[src/rtl/gtxe2_common_pkg.sv]
// Shared definitions for the GTXE2 common (QPLL) behavioural model.
// Holds the DRP register addresses, the reference-clock select encodings,
// the refclk idle limit and the lock-threshold reset values.
package gtxe2_common_pkg;

  // DRP register map
  localparam logic [7:0] DRP_ADDR_STATUS  = 8'h00;
  localparam logic [7:0] DRP_ADDR_THRESH  = 8'h01;
  localparam logic [7:0] DRP_ADDR_PARAMS  = 8'h02;
  localparam logic [7:0] DRP_ADDR_SCRATCH = 8'h03;

  // QPLLREFCLKSEL encodings
  typedef enum logic [2:0] {
    REFSEL_NONE    = 3'b000,
    REFSEL_GTREF0  = 3'b001,
    REFSEL_GTREF1  = 3'b010,
    REFSEL_NORTH0  = 3'b011,
    REFSEL_NORTH1  = 3'b100,
    REFSEL_SOUTH0  = 3'b101,
    REFSEL_SOUTH1  = 3'b110,
    REFSEL_GTGREF  = 3'b111
  } refclk_sel_e;

  // Idle cycles without a refclk edge before the refclk is declared lost
  localparam int unsigned LOST_LIMIT = 8;

  // Lock threshold reset values (fast simulation / realistic)
  localparam logic [10:0] LOCK_THRESH_FAST = 11'd32;
  localparam logic [10:0] LOCK_THRESH_SLOW = 11'd1024;

  // Lock counter saturation value
  localparam logic [10:0] LOCK_CNT_MAX = 11'd2047;

endpackage

[src/rtl/gtxe2_refclk_activity.sv]
// Reference clock activity monitor.
// The (muxed) reference clock is treated as a data input: it is brought
// through a two-flop synchronizer and any change of the synchronized level
// counts as activity. An idle counter clears on activity and otherwise
// counts up, saturating at LOST_LIMIT; lost is high while it sits there.
// Ports:
//   clk       : lock-detect clock
//   rst_n     : synchronous active-low reset
//   refclk_in : selected reference clock (asynchronous level)
//   lost      : reference clock has shown no edge for LOST_LIMIT cycles
module gtxe2_refclk_activity
  import gtxe2_common_pkg::*;
(
  input  logic clk,
  input  logic rst_n,
  input  logic refclk_in,
  output logic lost
);

  localparam logic [3:0] IDLE_LIMIT = 4'(LOST_LIMIT);

  logic       sync_p0;
  logic       sync_p1;
  logic       sync_p2;
  logic       activity;
  logic [3:0] idle_cnt;

  // sync_p1 is the synchronized level, sync_p2 its previous value
  assign activity = sync_p1 ^ sync_p2;

  always_ff @(posedge clk) begin
    if (!rst_n) begin
      sync_p0  <= 1'b0;
      sync_p1  <= 1'b0;
      sync_p2  <= 1'b0;
      idle_cnt <= '0;
    end else begin
      // stage p0 -> p1: metastability filter
      sync_p0 <= refclk_in;
      sync_p1 <= sync_p0;
      // stage p1 -> p2: previous synchronized level for edge detect
      sync_p2 <= sync_p1;
      if (activity) begin
        idle_cnt <= '0;
      end else if (idle_cnt != IDLE_LIMIT) begin
        idle_cnt <= idle_cnt + 4'd1;
      end
    end
  end

  assign lost = (idle_cnt == IDLE_LIMIT);

endmodule

[config.mk]
export PLATFORM = sky130hd
export DESIGN_NAME = gtxe2_refclk_activity
export DESIGN_NICKNAME = d
export VERILOG_FILES = /design/src/rtl/gtxe2_common_pkg.sv /design/src/rtl/gtxe2_refclk_activity.sv
export SDC_FILE = /design/constraint.sdc
export NUM_CORES = 1
export LEC_CHECK = 0
export BUFFER_PORTS_ARGS = -buffer_cell sky130_fd_sc_hd__clkbuf_2
export CAP_MARGIN = 25
export CORE_AREA = 2 2 39 41
export CTS_BUF_LIST = sky130_fd_sc_hd__clkbuf_8
export DETAILED_ROUTE_END_ITERATION = 10
export DIE_AREA = 0 0 41 43
export PLACE_DENSITY = 0.35
export SLEW_MARGIN = 30
export SYNTH_ARGS = -nofsm -noshare
export SYNTH_HDL_FRONTEND = slang
export SYNTH_SLANG_ARGS = --single-unit
[constraint.sdc]
create_clock -name clk -period 2.1 [get_ports clk]
set_clock_uncertainty 0.2 [all_clocks]
set_input_delay 0.42 -clock clk [delete_from_list [all_inputs] [get_ports clk]]
set_output_delay 0.42 -clock clk [all_outputs]
set_load 0.02 [all_outputs]
Yosys cells after proc, flatten, opt, wreduce, memory -nomap -nowiden
Index checks and enable logic that the tools add are counted.
{"block": "word_totals", "register_bits": 7, "latch_bits": 0, "ramBits": 0, "romBits": 0, "input_bits": 3, "output_inout_bits": 1, "n_memories": 0}
{"block": "op_classes", "n_addsub": 1, "n_mul": 0, "div": 0, "magnitude_cmp": 0, "n_eq_ne": 2, "shift": 0, "muxes": 0, "bitwise": 2, "n_reduce_logical": 1}
{"cell": "$add A4 B1 Y4 const B", "count": 1}
{"cell": "$eq A4 B4 Y1 const B", "count": 1}
{"cell": "$ne A4 B4 Y1 const B", "count": 1}
{"cell": "$reduce_or A2 Y1", "count": 1}
{"cell": "$not A1 Y1", "count": 1}
{"cell": "$xor A1 B1 Y1", "count": 1}

Logic depth before layout (Yosys ltp)
Gate-level depths: netlist (run 1).
{"block": "logic_depth", "depth_word": 2, "ltp_mapped": 5, "ltp_nobuf": 5}

Worst setup path after synthesis (run 1)
No wires, ideal clock.
{"block": "synth_path", "path_kind": "register -> output", "from": "register idle_cnt[0]", "to": "output port lost", "arrival_time_ns": 0.828, "required_ns": 1.480, "setup_slack_ns": 0.652, "stages_incl_launch_ff": 5, "cell_sequence": "dfxtp_1 > inv_1 > ha_1 > nand3b_4 > inv_1"}
{"block": "synth_between", "elab_chain_len": 1}
{"item": "start, declared", "line": "gtxe2_refclk_activity.sv:26", "source": "logic [3:0] idle_cnt;"}
{"item": "start signal, assigned", "line": "gtxe2_refclk_activity.sv:46", "source": "idle_cnt <= idle_cnt + 4'd1;"}
{"item": "$eq A4 B4 Y1", "line": "gtxe2_refclk_activity.sv:51", "source": "assign lost = (idle_cnt == IDLE_LIMIT);"}
{"item": "end, declared", "line": "gtxe2_refclk_activity.sv:17", "source": "output logic lost"}
Every way passes these cells.

Final worst setup path (run 1)
Ends and elaborated chain as after synthesis.

==> metrics.yaml, run 1 <==
cts:
  clkTransAtPathRegs_ns: 0.04
  cts_tree: "yes"
  cts_resized: 0
  clock_sinks: 7
  htree_levels: 1
  root_buffer: "clkbuf_8"
  cts_hold_buf: 0
  clockBufferDepth: 2
  clkLatencyLatePin_ns: 0.22
  post_cts_buffers: 0
  cts_buffers: 3
critical_path:
  slowest_stage: "dfxtp_1"
  cp_top_family: "flip-flops"
  worst-endpoint-required_ns: 1.48
  cp_cell_sequence: "inv_1 -> ha_1 -> nand3b_4 -> inv_1 -> clkbuf_2"
  r2r-end: "idle_cnt[1]"
  cp.arrival_ns: 1.18
  r2r_start: "idle_cnt[0]"
  worstRegToRegCells: 5
  critical_path.max_fanout: 4
  path_buf_inv: 3
  timing.critical_path.mode_cell: "inv_1"
  max_stage_delay_ns: 0.38
  rrSetupSlack_ns: 0.75
  crit_path_end_kind: "output port"
  critPathLaunchType: "flop"
  critical_path_class: "reg2out"
sta:
  fmax_mhz: 554
  hold_viol: 0
  slew_headroom: 0.900
  worst_pin_slew_ns: 0.146
  setup_violations: 0
  drv_slew: 0
  setup_tns_ns: 0
  period_minus_slack_ns: 1.80
  finalCritPeriodShare: 0.859
  rsz0062_at_grt: "no"
power:
  power_mw: 0.347
  vdd_drop_max_v: 0.000456
  power.density_mw_per_mm2: 927
  leakage_nw: 0.184
route:
  wl_um: 402
  drc: 0
  wl_per_cell_um: 7.73
  antenna_left: 0
  via_per_inst: 3.75
  num_vias: 195
  drtIter0Drc: 1
  firstDrtPassIters: 2
finish:
  layout-drive-gt1-share: 0.194
  diodes: 0
  final_net_count: 42
  area_growth_pct: 27.2
  fin_cells: 52
  design_area_um2: 374
worst_hold_path:
  hold_path_depth: 2
  min_to: "sync_p0"
  min_from: "refclk_in"
  hold_path_class: "in2reg"
logic_synthesis:
  yosysWarnings: 0
  synth-seq-area-share: 0.477
  postSynthAreaPerCell_um2: 10.1
  synth_cell_types: 14
  synth_area_um2: 294
  synth-seq-cells: 7
  synthCells: 29
  syn-num-nets: 34
placed_design:
  placedCellCount: 48
  io_buffers: 3
  gp_congestion: 0.654
  dpl-instance-area_um2: 329
global_routing:
  grt_pass1_wl_um: 786
  antenna_found_initial: 0
  grt_pass1_vias: 223
  gr-total-overflow: 0
  track_usage: 0.0665
  grt_max_degree: 5
floorplan:
  row_count: 14
  die_y_um: 43
  dieArea_mm2: 0.00176
  io_pins: 4
  fp.coreArea_mm2: 0.00138
  die_w_um: 41
  initial_core_util: 0.212
run:
  drv_cap: 0
run_status:
  outcome: "completed"
-- logic make-up after synthesis --
| group | count (synthesis) | synth area share |
|---|---|---|
| simple gates | 12 | 0.260 |
| fa+ha+maj | 2 | 0.0851 |
| buf+inv | 3 | 0.0383 |
| compound gates | 1 | 0.0170 |
| xor+xnor | 3 | 0.0894 |
| flops | 7 | 0.477 |
| mux | 1 | 0.0340 |
-- layout make-up --
class                   instances  area [µm²]
multi-input cells              19         143
clock buffers                   3        41.3
fillers                       153        1010
clock inverters                 1        3.75
inverters                       3        11.3
repair buffers                  3        15.0
flip-flops and latches          7         140
well taps                      16        20.0
-- through the flow --
step                      hold WS, ns  setup WS, ns  utilization
after floorplan                 0.212         0.652            -
after global placement          0.218         0.549        0.238
after detailed placement        0.228         0.523        0.238
after CTS                       0.213         0.278        0.270
after global routing            0.216         0.205        0.270
final                           0.213         0.296        0.270
-- flip-flops by register name (all words and copies together), names as in the netlist --
register  flops
idle_cnt      4
sync_p0       1
sync_p2       1
sync_p1       1
-- synthesized netlist by cell type, drive strengths merged --
cell    instances  area share
a21oi           1       0.017
and2            3       0.064
dfxtp           7        0.48
ha              2       0.085
inv             3       0.038
mux2i           1       0.034
nand2           2       0.026
nand2b          1       0.021
nand3           1       0.017
nand3b          2       0.094
nor2            3       0.038
xnor2           2       0.060
xor2            1       0.030
-- per-layer routing --
| metal | vias to the layer above | share of wire | track usage |
|---|---|---|---|
| met1 | 89 | 0.45 | 0.0682 |
| met4 | 0 | 0 | 0.0600 |
| met3 | 0 | 0.032 | 0.0157 |
| met5 | - | 0 | 0 |
| met2 | 3 | 0.52 | 0.103 |
| li1 | 103 | - | - |
-- power breakdown --
part	total [mW]	internal (mW)	switching (mW)	leakage (nW)
clock	0.176	0.126	0.0501	0.0269
sequential	0.147	0.141	0.00582	0.0574
combinational	0.0244	0.0124	0.0120	0.0996
total	0.347	0.279	0.0679	0.184
-- worst reg2reg max path, stage by stage, from the launching register on --
cell      delay, ns
dfxtp_1        0.38
inv_1          0.06
ha_1           0.23
nand3b_4       0.10
mux2i_1        0.20
nor2_1         0.06
-- placed cells by master (no fill, tap or decap) --
cell / instances
dfxtp_1: 7
inv_1: 4
and2_1: 3
nor2_1: 3
clkbuf_8: 3
clkbuf_2: 3
nand2_1: 2
xnor2_1: 2
ha_1: 2
nand3b_4: 1
nand3b_1: 1
nand2b_1: 1
a21oi_1: 1
nand3_1: 1
xor2_1: 1
mux2i_1: 1
-- worst max-delay path by stage --
stage | startpoint | depth (start not counted) | to
floorplan | idle_cnt[0] | 4 | lost
global placement | idle_cnt[0] | 5 | lost
detailed placement | idle_cnt[0] | 5 | lost
CTS | idle_cnt[0] | 5 | lost
global route | idle_cnt[0] | 5 | lost
finish | idle_cnt[0] | 5 | lost
(Power assumes the default switching activity.)
==> run 2: changes to the inputs <==
Settings changed: SETUP_SLACK_MARGIN from default to 0.4, SKIP_LAST_GASP from default to 1.
==> run 2 against run 1 <==
Compared with the run above:
- worst hold slack unchanged
- register-to-register slack better by 0.09 ns
- highest routed layer unchanged
- core utilization up 2.8 points
- final area up 10%
- flip-flop and latch count unchanged
- sequential power about the same
- non-clock buffer count up 2
- worst setup slack better by 0.17 ns
- combinational power up 42%
- final cell count up 3.8%
==> metrics.yaml, run 2 (same netlist as run 1, synthesis figures left out) <==
global_routing:
  antenna_found_initial: 0  # unchanged
  gr-total-overflow: 0  # unchanged
  grt_max_degree: 5  # unchanged
  grt_pass1_vias: 229  # +2.7%
  track_usage: 0.0695  # +0.00302
  grt_pass1_wl_um: 821  # +4.5%
critical_path:
  cp.arrival_ns: 1.01  # -0.17 ns
  critical_path_class: "reg2out"
  crit_path_end: "lost"
  critical_path.max_fanout: 4  # unchanged
  crit_path_start: "idle_cnt[1]"
  rrSetupSlack_ns: 0.84  # +0.09 ns
  critPathLaunchType: "flop"
  r2r-end: "idle_cnt[0]"
  worst-endpoint-required_ns: 1.48  # about the same
  worstRegToRegCells: 6  # +1
  r2r_start: "idle_cnt[1]"
  crit_path_end_kind: "output port"
finish:
  largest_reg_flops: 4  # unchanged
  final_net_count: 44  # +4.8%
  area_growth_pct: 40.4
  multi_input_area_um2: 155  # +8.8%
  fin_cells: 54  # +3.8%
  diodes: 0  # unchanged
  seq_area_um2: 145  # +3.6%
  layout-drive-gt1-share: 0.395  # +0.200
  final_cell_mix: "dfxtp_1 (5), inv_2 (3), and2_1 (3), nor2_1 (3), clkbuf_8 (3)"
  layout_commonest_cell: "dfxtp_1"
  fillCellCount: 150  # -2.0%
  regMostFlops: "idle_cnt"
sta:
  worst_pin_slew_ns: 0.137  # -0.00871 ns
  period_minus_slack_ns: 1.63  # -0.170 ns
  slew_headroom: 0.906  # +0.00597
  finalCritPeriodShare: 0.778  # -0.0810
  worst_slack_ns: 0.466  # +0.170 ns
  setup_tns_ns: 0  # unchanged
  hold_viol: 0  # unchanged
  rsz0062_at_grt: "no"
  fmax_mhz: 612  # +10%
  drv_slew: 0  # unchanged
  setup_violations: 0  # unchanged
power:
  vdd_drop_max_v: 0.000459  # +0.74%
  power.density_mw_per_mm2: 867  # -6.5%
  leakage_nw: 0.193  # +5.2%
cts:
  root_buffer: "clkbuf_8"
  clockBufferDepth: 2  # unchanged
  cts_buffers: 3  # unchanged
  clkTransAtPathRegs_ns: 0.04  # about the same
  clock_sinks: 7  # unchanged
  cts_tree: "yes"
  cts_hold_buf: 0  # unchanged
  htree_levels: 1  # unchanged
  clkLatencyLatePin_ns: 0.22  # about the same
route:
  antenna_left: 0  # unchanged
  drc: 0  # unchanged
  drtIter0Drc: 2  # +1
  wl_um: 434  # +8.0%
  num_vias: 201  # +3.1%
  wl_per_cell_um: 8.04  # +4.0%
  via_per_inst: 3.72  # -0.74%
  firstDrtPassIters: 4  # +2
placed_design:
  gp_congestion: 0.654  # unchanged
  io_buffers: 3  # unchanged
  placedCellCount: 48  # unchanged
  place_ws_ns: 0.523  # unchanged
run_status:
  outcome: "completed"
run:
  drv_cap: 0  # unchanged
floorplan:
  die_w_um: 41  # unchanged
  row_count: 14  # unchanged
  dieArea_mm2: 0.00176  # unchanged
  die_y_um: 43  # unchanged
  fp.coreArea_mm2: 0.00138  # unchanged
  io_pins: 4  # unchanged
  initial_core_util: 0.212  # unchanged
worst_hold_path:
  hold_path_class: "in2reg"
==> run 2: cell count changes in the layout (fill, tap and decap cells not counted), sizes merged <==
cell	delta
buf	+3
clkbuf	-1
==> run 2: final cells by class <==
class	count	share of cell area
Inverter	3	0.0273
Clock inverter	1	0.00909
Tap cell	16	0.0485
Sequential cell	7	0.352
Timing Repair Buffer	5	0.0879
Clock buffer	3	0.100
Multi-Input combinational cell	19	0.376
==> run 2: repair_timing <==
action	in CTS	in global routing
setup endpoints to repair	1	1
setup buffers	1	1
hold endpoints to repair	0	0
gates resized for setup	6	5
pin swaps	1	1
==> run 2: stage by stage <==
stage               power, mW  cell area (µm²)  utilization  hold slack, ns
floorplan               0.166              294            -           0.212
CTS                     0.364              399        0.288           0.213
global route            0.380              413        0.298           0.216
finish                  0.358              413        0.298           0.213
detailed placement      0.174              329        0.238           0.228
global placement        0.171              329        0.238           0.218
==> run 2: critical path: stages (launching register included) <==
cell and delay (ns):
dfxtp_4 0.35, inv_2 0.06, ha_4 0.14, nand3b_4 0.09, inv_2 0.06, buf_6 0.10
==> run 2: routing by layer <==
metal	GRT usage	part of all wire
met1	0.0747	0.46
met2	0.106	0.50
met3	0.0157	0.030
met5	0	0
met4	0.0600	0
==> run 2: power breakdown <==
part	switching (mW)	internal [mW]
Clock	0.0509	0.126
Sequential	0.00528	0.142
Combinational	0.0159	0.0187
==> run 2: worst min-delay path by stage <==
stage                          from       to  cells past startpoint
after floorplan             sync_p0  sync_p1                      1
after global placement      sync_p0  sync_p1                      1
after detailed placement    sync_p0  sync_p1                      1
after CTS                 refclk_in  sync_p0                      2
after global routing      refclk_in  sync_p0                      2
final                     refclk_in  sync_p0                      2
